[src/rtl/bloom_pkg.sv]
// Shared types and hash constants for the K-hash Bloom filter.
package bloom_pkg;

  typedef enum logic [1:0] {
    OP_INS = 2'b00,
    OP_QRY = 2'b01,
    OP_CLR = 2'b10,
    OP_RSV = 2'b11
  } op_e;

  typedef enum logic [1:0] {
    IDLE = 2'd0,
    HASH = 2'd1,
    CLR  = 2'd2,
    RESP = 2'd3
  } state_e;

  localparam logic [31:0] HASH_C0 = 32'h9E3779B1;
  localparam logic [31:0] HASH_C1 = 32'h85EBCA77;
  localparam logic [31:0] HASH_C2 = 32'hC2B2AE3D;
  localparam logic [31:0] HASH_C3 = 32'h27D4EB2F;

  // Multiplier for hash function j.
  function automatic logic [31:0] hash_c(input logic [1:0] j);
    case (j)
      2'd0:    return HASH_C0;
      2'd1:    return HASH_C1;
      2'd2:    return HASH_C2;
      default: return HASH_C3;
    endcase
  endfunction

endpackage

[src/rtl/bloom_hash.sv]
// Multiplicative hash: index j of a key is the top MW bits of key * HASH_C[j] mod 2^32.
module bloom_hash #(
  parameter int unsigned DATA_W = 8,
  parameter int unsigned MW     = 6
) (
  input  logic [DATA_W-1:0] key_i,
  input  logic [1:0]        j_i,
  output logic [MW-1:0]     idx_o
);
  import bloom_pkg::*;

  logic [31:0] prod_c;

  assign prod_c = 32'(key_i) * hash_c(j_i);
  assign idx_o  = MW'(prod_c >> (32 - MW));

endmodule

[src/rtl/bloom_filter_k.sv]
// K-hash Bloom filter with insert/query/clear over valid/ready and a one-cycle hit strobe.
// Optional occupancy/insert statistics ports are enabled by defining BLOOM_STATS_EN.
module bloom_filter_k #(
  parameter int unsigned DATA_W = 8,
  parameter int unsigned M      = 64,
  parameter int unsigned K      = 3,
  localparam int unsigned MW    = $clog2(M)
) (
  input  logic              clk,
  input  logic              rst,
  input  logic              req_valid,
  output logic              req_ready,
  input  logic [1:0]        req_op,
  input  logic [DATA_W-1:0] req_data,
  output logic              rsp_valid,
  output logic              rsp_hit,
  output logic [M-1:0]      filter_bits
`ifdef BLOOM_STATS_EN
  ,
  output logic [MW:0]       pop_cnt,
  output logic [15:0]       ins_cnt
`endif
);
  import bloom_pkg::*;

  localparam logic [1:0] J_LAST = 2'(K - 1);

  state_e              state_q;
  op_e                 op_q;
  op_e                 req_op_c;
  logic [DATA_W-1:0]   key_q;
  logic [1:0]          j_q;
  logic                acc_q;
  logic [M-1:0]        arr_q;
  logic [MW-1:0]       idx_c;
  logic                bit_c;

  assign req_op_c    = op_e'(req_op);
  assign filter_bits = arr_q;
  assign bit_c       = arr_q[idx_c];

  // Single hash unit, stepped through j = 0..K-1 during HASH.
  bloom_hash #(
    .DATA_W (DATA_W),
    .MW     (MW)
  ) u_hash (
    .key_i (key_q),
    .j_i   (j_q),
    .idx_o (idx_c)
  );

  // Control FSM, array and response registers.
  always_ff @(posedge clk or negedge rst) begin
    if (!rst) begin
      state_q   <= IDLE;
      op_q      <= OP_INS;
      key_q     <= '0;
      j_q       <= 2'd0;
      acc_q     <= 1'b0;
      arr_q     <= '0;
      req_ready <= 1'b1;
      rsp_valid <= 1'b0;
      rsp_hit   <= 1'b0;
    end else begin
      rsp_valid <= 1'b0;
      rsp_hit   <= 1'b0;
      case (state_q)
        IDLE: begin
          if (req_valid) begin
            key_q     <= req_data;
            op_q      <= req_op_c;
            acc_q     <= 1'b1;
            j_q       <= 2'd0;
            req_ready <= 1'b0;
            state_q   <= (req_op_c == OP_INS || req_op_c == OP_QRY) ? HASH : CLR;
          end
        end
        HASH: begin
          // Read happens before the write, so a fresh bit reports a miss.
          acc_q <= acc_q & bit_c;
          if (op_q == OP_INS) begin
            arr_q[idx_c] <= 1'b1;
          end
          if (j_q == J_LAST) begin
            j_q       <= 2'd0;
            state_q   <= RESP;
            rsp_valid <= 1'b1;
            rsp_hit   <= acc_q & bit_c;
          end else begin
            j_q <= j_q + 2'd1;
          end
        end
        CLR: begin
          if (op_q == OP_CLR) begin
            arr_q <= '0;
          end
          acc_q     <= 1'b0;
          state_q   <= RESP;
          rsp_valid <= 1'b1;
          rsp_hit   <= 1'b0;
        end
        RESP: begin
          state_q   <= IDLE;
          req_ready <= 1'b1;
        end
        default: begin
          state_q   <= IDLE;
          req_ready <= 1'b1;
        end
      endcase
    end
  end

`ifdef BLOOM_STATS_EN
  localparam logic [MW:0] POP_ONE = (MW+1)'(1);

  // Population counts only genuine 0->1 transitions; inserts count at accept.
  always_ff @(posedge clk or negedge rst) begin
    if (!rst) begin
      pop_cnt <= '0;
      ins_cnt <= 16'd0;
    end else begin
      if (state_q == CLR && op_q == OP_CLR) begin
        pop_cnt <= '0;
        ins_cnt <= 16'd0;
      end else begin
        if (state_q == HASH && op_q == OP_INS && !bit_c) begin
          pop_cnt <= pop_cnt + POP_ONE;
        end
        if (state_q == IDLE && req_valid && req_op_c == OP_INS && ins_cnt != 16'hFFFF) begin
          ins_cnt <= ins_cnt + 16'd1;
        end
      end
    end
  end
`endif

endmodule

[config.mk]
export PLATFORM = sky130hd
export DESIGN_NAME = bloom_filter_k
export DESIGN_NICKNAME = d
export VERILOG_FILES = /design/src/rtl/bloom_pkg.sv /design/src/rtl/bloom_hash.sv /design/src/rtl/bloom_filter_k.sv
export SDC_FILE = /design/constraint.sdc
export NUM_CORES = 1
export LEC_CHECK = 0
export ABC_AREA = 1
export BUFFER_PORTS_ARGS = -buffer_cell sky130_fd_sc_hd__buf_4
export CORE_MARGIN = 8
export CORE_UTILIZATION = 60
export DETAILED_ROUTE_END_ITERATION = 10
export PLACE_DENSITY_LB_ADDON = 0.25
export SLEW_MARGIN = 5
export SYNTH_ARGS = -nofsm -noshare
export SYNTH_HDL_FRONTEND = slang
export SYNTH_HIERARCHICAL = 1
export SYNTH_SLANG_ARGS = --single-unit
[constraint.sdc]
create_clock -name clk -period 15.1 [get_ports clk]
set_input_delay 3.02 -clock clk [delete_from_list [all_inputs] [get_ports clk]]
set_output_delay 3.02 -clock clk [all_outputs]
set_load 0.01 [all_outputs]
==> results_dict.tcl, run 1 <==
set metrics [dict create \
    status "finished clean" \
    root_buffer "clkbuf_16" \
    die_area_um2 21800 \
    synth_largest_area_cell "fa_1" \
    r2r_cells 25 \
    via_per_inst 5.46 \
    cts.path.max_buffers 2 \
    hp-class "flip-flop to flip-flop" \
    start_kind "flip-flop" \
    ys_warn_count 6 \
    fmax_ghz 0.133 \
    cp_slowest_cell "dfrtp_1" \
    period_minus_slack_ns 7.54 \
    final_util 0.669 \
    critPathBufInv 7 \
    num_vias 8947 \
    synth_nets 1565 \
    cts_made_buffers 9 \
    cp.required_ns 15.36 \
    dieWidth_um 148 \
    clk_latency_ns 0.34 \
    drt_iter0_drc 769 \
    crit_type "flip-flop to flip-flop" \
    synth_seq_cells 82 \
    crit_top_cell "inv_1" \
    hold_end "req_ready" \
    r2r-start "j_q[1]" \
    drc 0 \
    r2r-end "filter_bits[27]" \
    tns_ns 0 \
    cts_resized 0 \
    cts_tree "yes" \
    h-tree-depth 3 \
    synthFlopType "dfrtp_1" \
    die_h_um 148 \
    final_common_cell "nand2_1" \
    firstDrtPassIters 6 \
    worst_hold_path.num_cells 2 \
    wirelength_mm 30.6 \
    r2r_setup_slack_ns 7.56 \
    cts_sinks 82 \
    core_um2 17100 \
    grt_use_total 0.293 \
    io_buffers 79 \
    drive_gt1_frac 0.105 \
    synthCells 1348 \
    antenna_found_initial 0 \
    ys_types 41 \
    clock_skew_ns 0.00848 \
    diodes 0 \
    grt_max_degree 65 \
    mostFrequentLayoutCells "nand2_1 (349), inv_1 (319), fa_1 (153)" \
    cp.depth 25 \
    rsz0062_at_grt "no" \
    hp-start "req_ready" \
    ant_nets 0 \
    end_kind "flip-flop" \
    wl_per_cell_um 18.7 \
    ys_seq_area_frac 0.197 \
    grt_first_pass_wirelength_mm 49.4 \
    dpl.hpwl_mm 24.9 \
    place_inst 1622 \
    setup_viol 0 \
    fin_crit_sh 0.499 \
    area_growth_pct 10.0 \
    synth_area_um2 10400 \
    fin_cells 1638 \
    gp_congestion 1.01 \
    worst_slew_pin_slew_ns 0.775 \
    arrival_ns 7.80 \
    synth-edff-count 0 \
    synthTopCellsByArea "fa_1 (29%), dfrtp_1 (19%), nand2_1 (13%)" \
    async_flop_share 1.00 \
    cp_top_family "adder cells" \
    num-nets-final 1625 \
    cp_slowest_stage_delay_ns 0.84 \
    cts_hold_buf 0 \
    ios 80 \
    grt_pass1_vias 9319 \
    std_cell_rows 48 \
    cp_max_fo 20 \
    overflow 0 \
    path_clk_slew_ns 0.06 \
    slew_viol_final 0 \
    drv_cap 0 \
    avgSynthCellArea_um2 7.72 \
    start_util 0.608 \
    post_cts_buffers 0 \
    slew_headroom 0.483 \
    hold_viol 0 \
    yosysTopAreaCellShare 0.294 \
]
registers in the layout, summed over array words and instances, names as in the netlist:
| register | cells |
|---|---|
| filter_bits | 64 |
| key_q | 8 |
| j_q | 2 |
| op_q | 2 |
| state_q | 2 |
| acc_q | 1 |
| req_ready | 1 |
| rsp_hit | 1 |
| rsp_valid | 1 |
cell type report:
class                      instances  area [um^2]
sequential                        82         2050
fill                            1489         5670
multi-input combinational        897         6880
inverter                         336         1270
clock buffer                      12          256
clock inverter                     4         97.6
timing repair buffer              82          616
tap                              225          282
cells in the mapped netlist, drive strengths merged (2+ instances only):
cell type    n
buf         29
or2          2
dfrtp       81
nand3       37
o21bai       4
nor2       113
xnor2        2
clkinv       3
ha          51
nand2      356
nand4        7
fa         153
clkbuf       4
a21oi      101
a21o         3
o21ai       35
nor4         3
nor3        24
inv        333
logic make-up after synthesis:
group                      count (synthesis)  share of synthesized area
adders and majority gates                204                      0.356
and+or+nand+nor                          542                      0.228
DFF                                       82                      0.197
AOI/OAI and AO/OA                        148                     0.0750
buffers and inverters                    369                      0.142
xor gates and xnor gates                   3                    0.00253
metrics by stage:
step                worst slack (ns)  hold WS (ns)  cell area [um^2]
floorplan                       9.30         0.444             10400
global placement                7.72         0.459             11100
detailed placement              7.68         0.465             11100
CTS                             7.65         0.473             11400
global route                    7.05         0.491             11400
finish                          7.56         0.473             11400
layer usage:
metal | global-route usage | part of all wire | vias to the layer above
met1 | 0.367 | 0.40 | 4304
met5 | 0 | 0 | -
li1 | - | - | 4117
met3 | 0.0523 | 0.074 | 84
met2 | 0.481 | 0.48 | 442
met4 | 0.145 | 0.048 | 0
tightest hold or removal path, stage by stage, from the launching register on:
cell and delay (ns):
dfstp_2 0.37, nand2_1 0.05, nand2_1 0.05
worst max path at each step:
stage | startpoint | end | slack (ns)
2_1_floorplan | j_q[1] | acc_q | 9.30
3_3_place_gp | j_q[1] | acc_q | 7.72
3_5_place_dp | j_q[1] | acc_q | 7.68
4_1_cts | j_q[1] | acc_q | 7.65
5_1_grt | j_q[1] | acc_q | 7.05
6_report | j_q[1] | filter_bits[27] | 7.56
Power of run 1 is left out: the tool's default activity adds up to more than one toggle a clock period on the data nets, which glitch-free logic cannot reach.
==> inputs of run 2 (changes only) <==
ABC_AREA = 0   (was 1)
CORE_UTILIZATION = 56   (was 60)
clock period = 6.43 ns   (was 15.1 ns; I/O delays follow)
==> results_dict.tcl, run 2 <==
set metrics [dict create \
    cts_made_buffers 9 \
    fmax_ghz 0.152 \
    yosysTopAreaCellShare 0.318 \
    cp.required_ns 6.65 \
    dieWidth_um 147 \
    final_cell_area_um2 13000 \
    setup_viol 2 \
    fin_crit_sh 1.02 \
    ys_types 68 \
    drt_iter0_drc 559 \
    grt_first_pass_wirelength_mm 49.8 \
    place_area_um2 11600 \
    start_util 0.566 \
    cts_tree "yes" \
    grt_pass1_vias 9072 \
    ant_nets 0 \
    synth_largest_area_cell "fa_1" \
    cp_max_fo 8 \
    clk_latency_ns 0.34 \
    rsz0062_at_grt "yes" \
    via_per_inst 5.63 \
    fin_cells 1490 \
    mostFrequentLayoutCells "buf_4 (232), inv_1 (214), fa_1 (139)" \
    io_buffers 79 \
    path_clk_slew_ns 0.07 \
    grt_max_degree 76 \
    hp-class "flip-flop to flip-flop" \
    clock_skew_ns 0.0131 \
    synth_nets 1247 \
    r2r-start "j_q[0]" \
    synth_area_um2 9650 \
    ys_warn_count 6 \
    root_buffer "clkbuf_16" \
    grt_use_total 0.298 \
    ys_top_cells_by_count "inv_1 (240), fa_1 (153), nor2_1 (102)" \
    slew_viol_final 0 \
    synthFlopType "dfrtp_1" \
    firstDrtPassIters 5 \
    r2r_cells 28 \
    drc 0 \
    diodes 0 \
    worst_hold_path.num_cells 2 \
    crit_top_cell "fa_1" \
    std_cell_rows 48 \
    ys_seq_area_frac 0.213 \
    area_growth_pct 34.7 \
    wl_per_cell_um 21.4 \
    place_inst 1445 \
    h-tree-depth 3 \
    cts.path.max_buffers 2 \
    async_flop_share 1.00 \
    die_h_um 147 \
    dpl.hpwl_mm 24.3 \
    period_minus_slack_ns 6.58 \
    die_area_um2 21700 \
    avgSynthCellArea_um2 9.37 \
    cp_slowest_cell "fa_1" \
    gp_congestion 1.03 \
    crit_type "flip-flop to flip-flop" \
    cp_slowest_stage_delay_ns 0.54 \
    cts_sinks 82 \
    core_um2 17100 \
    worst_slack_ns -0.149 \
    tns_ns -0.282 \
    synth-edff-count 0 \
    wirelength_mm 31.8 \
    num-nets-final 1477 \
    antenna_found_initial 0 \
    final_common_cell "buf_4" \
    synth_seq_cells 82 \
    end_kind "flip-flop" \
    drive_gt1_frac 0.357 \
    synthTopCellsByArea "fa_1 (32%), dfrtp_1 (21%), inv_1 (9.3%)" \
    start_kind "flip-flop" \
    arrival_ns 6.80 \
    largest_reg_flops 64 \
    violations "setup timing" \
    hold_end "req_ready" \
    cts_hold_buf 0 \
    hp-start "req_ready" \
    status "finished, violations left" \
    worst_slew_pin_slew_ns 0.969 \
    slew_headroom 0.354 \
    num_vias 8384 \
    ios 80 \
    r2r-end "acc_q" \
    hold_viol 0 \
    synthCells 1030 \
    synth_most_common_cell "inv_1" \
    drv_cap 0 \
    r2r_setup_slack_ns -0.15 \
    overflow 0 \
]
## run 2: cell types whose count changed after synthesis, sizes merged, moves of 10 or more
cell	delta
clkbuf	+11
inv	-93
mux2i	+19
nand2	-313
nand2b	+24
nand3	-23
nand3b	+11
nor2b	+10
nor3	-20
o21ai	-11
xnor2	+13
## run 2: per-stage QoR
step                setup WS (ns)   util  hold slack [ns]
floorplan                  0.0632      -            0.488
global placement           -0.673  0.678            0.497
detailed placement         -0.741  0.678            0.504
CTS                       -0.0364  0.742            0.514
global route               -0.311  0.762            0.555
finish                     -0.149  0.762            0.516
## run 2: cell type report
class	count	area, um^2
Inverter	241	920
Clock inverter	7	128
Multi-Input combinational cell	673	7300
Fill cell	1176	4070
Clock buffer	9	225
Tap cell	225	282
Sequential cell	82	2050
Timing Repair Buffer	253	2090
## run 2: cells by family (layout without fill, tap and decap cells)
kind of cell / Yosys count / after routing / share of synthesized area
AO/OA/AOI/OAI: 160 / 160 / 0.0992
XOR/XNOR: 19 / 20 / 0.0173
adder cells (fa/ha/maj): 204 / 204 / 0.384
buffers and inverters: 276 / 510 / 0.113
flip-flops: 82 / 82 / 0.213
multiplexers: 28 / 28 / 0.0302
AND/OR/NAND/NOR: 261 / 261 / 0.144
## run 2: routing by layer
layer | wire [um] | global-route usage | vias to the layer above | share of wire
met5 | 0 | 0 | - | 0
met4 | 1390 | 0.124 | 0 | 0.044
met3 | 2820 | 0.0661 | 103 | 0.089
met2 | 14900 | 0.478 | 442 | 0.47
met1 | 12700 | 0.382 | 4195 | 0.40
li1 | - | - | 3644 | -
## run 2: worst max-delay path by stage
stage / depth (start not counted) / startpoint / endpoint / slack [ns]
floorplan: 27 / j_q[1] / acc_q / 0.06
global placement: 26 / j_q[0] / acc_q / -0.67
detailed placement: 26 / j_q[0] / acc_q / -0.74
CTS: 28 / j_q[1] / acc_q / -0.04
global route: 28 / j_q[0] / acc_q / -0.31
finish: 28 / j_q[0] / acc_q / -0.15
## run 2: critical path, delay by kind of cell (launching register included)
family	cells	cell delay, ns
XOR/XNOR	1	0.23
flip-flops	1	0.42
buffers and inverters	9	1.12
AND/OR/NAND/NOR	5	0.86
multiplexers	1	0.22
adder cells (fa/ha/maj)	6	2.47
AO/OA/AOI/OAI	6	1.11
## run 2: timing repair
item                       CTS  global route
resized for setup          116            70
setup endpoints to repair   62             2
pin swaps                   73            61
setup buffers               20             7
cloned                       3             0
Power of run 2 is left out for the same reason.
==> inputs of run 3 (changes only) <==
ABC_AREA = 1   (was 0)
CORE_UTILIZATION = 57   (was 56)
==> results_dict.tcl, run 3 (synthesis results as in run 1) <==
set metrics [dict create \
    area_growth_pct 15.5 \
    worst_slew_pin_slew_ns 1.13 \
    overflow 0 \
    fin_crit_sh 0.958 \
    r2r-end "acc_q" \
    wl_met3_mm 2.91 \
    ant_nets 0 \
    grt_pass1_vias 9918 \
    drive_gt1_frac 0.158 \
    diodes 0 \
    ios 80 \
    fmax_ghz 0.162 \
    cts_sinks 82 \
    mostFrequentLayoutCells "nand2_1 (343), inv_1 (317), fa_1 (153)" \
    crit_type "flip-flop to flip-flop" \
    path_clk_slew_ns 0.06 \
    dpl.hpwl_mm 26.1 \
    wl_per_cell_um 18.9 \
    hold_viol 0 \
    drv_cap 0 \
    crit_top_cell "nand2_1" \
    hold_end "req_ready" \
    clk_latency_ns 0.34 \
    hp-class "flip-flop to flip-flop" \
    largest_reg_flops 64 \
    cts_tree "yes" \
    core_um2 18000 \
    wl_met2_mm 15.5 \
    antenna_found_initial 0 \
    via_per_inst 5.47 \
    drc 0 \
    grt_first_pass_wirelength_mm 52.1 \
    cp.required_ns 6.66 \
    start_kind "flip-flop" \
    worst_hold_path.num_cells 2 \
    cp_slowest_stage_delay_ns 0.60 \
    dieWidth_um 151 \
    place_area_um2 11600 \
    place_inst 1684 \
    r2r-start "j_q[0]" \
    root_buffer "clkbuf_16" \
    die_h_um 151 \
    clock_skew_ns 0.00482 \
    gp_congestion 1.01 \
    grt_use_total 0.299 \
    r2r_cells 29 \
    wl_met1_mm 12.4 \
    grt_max_degree 83 \
    wirelength_mm 32.2 \
    drt_iter0_drc 852 \
    final_cell_area_um2 12000 \
    io_buffers 79 \
    h-tree-depth 3 \
    hp-start "req_ready" \
    fin_cells 1702 \
    firstDrtPassIters 5 \
    die_area_um2 22800 \
    end_kind "flip-flop" \
    num_vias 9316 \
    r2r_setup_slack_ns 0.27 \
    status "finished clean" \
    num-nets-final 1685 \
    highest_layer "met4" \
    slew_viol_final 0 \
    period_minus_slack_ns 6.16 \
    start_util 0.579 \
    slew_headroom 0.248 \
    fillCellCount 1591 \
    cts_hold_buf 0 \
    cp_slowest_cell "fa_1" \
    setup_viol 0 \
    std_cell_rows 49 \
    cts.path.max_buffers 2 \
    arrival_ns 6.40 \
    cts_made_buffers 9 \
    final_common_cell "nand2_1" \
    cp_max_fo 17 \
]
run 3: cell count changes in the layout (fill, tap and decap cells not counted), sizes merged, moves of 10 or more:
cell,delta
nor3,+20
nand3b,-11
nand2,+313
inv,+92
nor2b,-10
xnor2,-14
nand2b,-24
nand3,+23
mux2i,-19
buf,-112
o21ai,+11
run 3: final cells by class:
cell class,instances,area (um^2),area share
Timing Repair Buffer,142,1140,0.0947
Tap cell,229,287,0.0238
Clock buffer,10,229,0.0191
Multi-Input combinational cell,897,6970,0.580
Clock inverter,6,67.6,0.00562
Inverter,336,1270,0.106
Sequential cell,82,2060,0.171
run 3: worst max-delay path by stage:
stage	start	endpoint	depth (start not counted)
6_report	j_q[0]	acc_q	29
5_1_grt	j_q[0]	acc_q	29
4_1_cts	j_q[0]	acc_q	28
3_5_place_dp	j_q[0]	filter_bits[56]	26
3_3_place_gp	j_q[0]	acc_q	28
2_1_floorplan	j_q[1]	acc_q	31
run 3: metal layers:
layer | GRT usage | up-vias
met3 | 0.0535 | 79
met2 | 0.500 | 484
met1 | 0.373 | 4525
met5 | 0 | -
li1 | - | 4228
met4 | 0.133 | 0
run 3: repair_timing:
item,CTS,global route
setup endpoints to repair,15,66
cloned,0,2
setup buffers,0,0
pin swaps,0,1
resized for setup,5,30
run 3: critical path, delay by kind of cell (launching register included):
kind / cells / cell delay [ns]
compound gates: 6 / 0.97
fa+ha+maj: 6 / 2.85
buf+inv: 6 / 0.59
flops: 1 / 0.47
simple gates: 11 / 1.17
run 3: metrics by stage:
stage                     hold slack, ns  utilization  TNS [ns]  setup slack, ns
final                              0.500        0.669         0            0.268
after global placement             0.457        0.644         0           0.0421
after floorplan                    0.444            -         0            0.626
after global routing               0.514        0.669  -0.00956         -0.00956
after CTS                          0.502        0.661         0           0.0732
after detailed placement           0.490        0.644         0          0.00967
Power of run 3 is left out for the same reason.
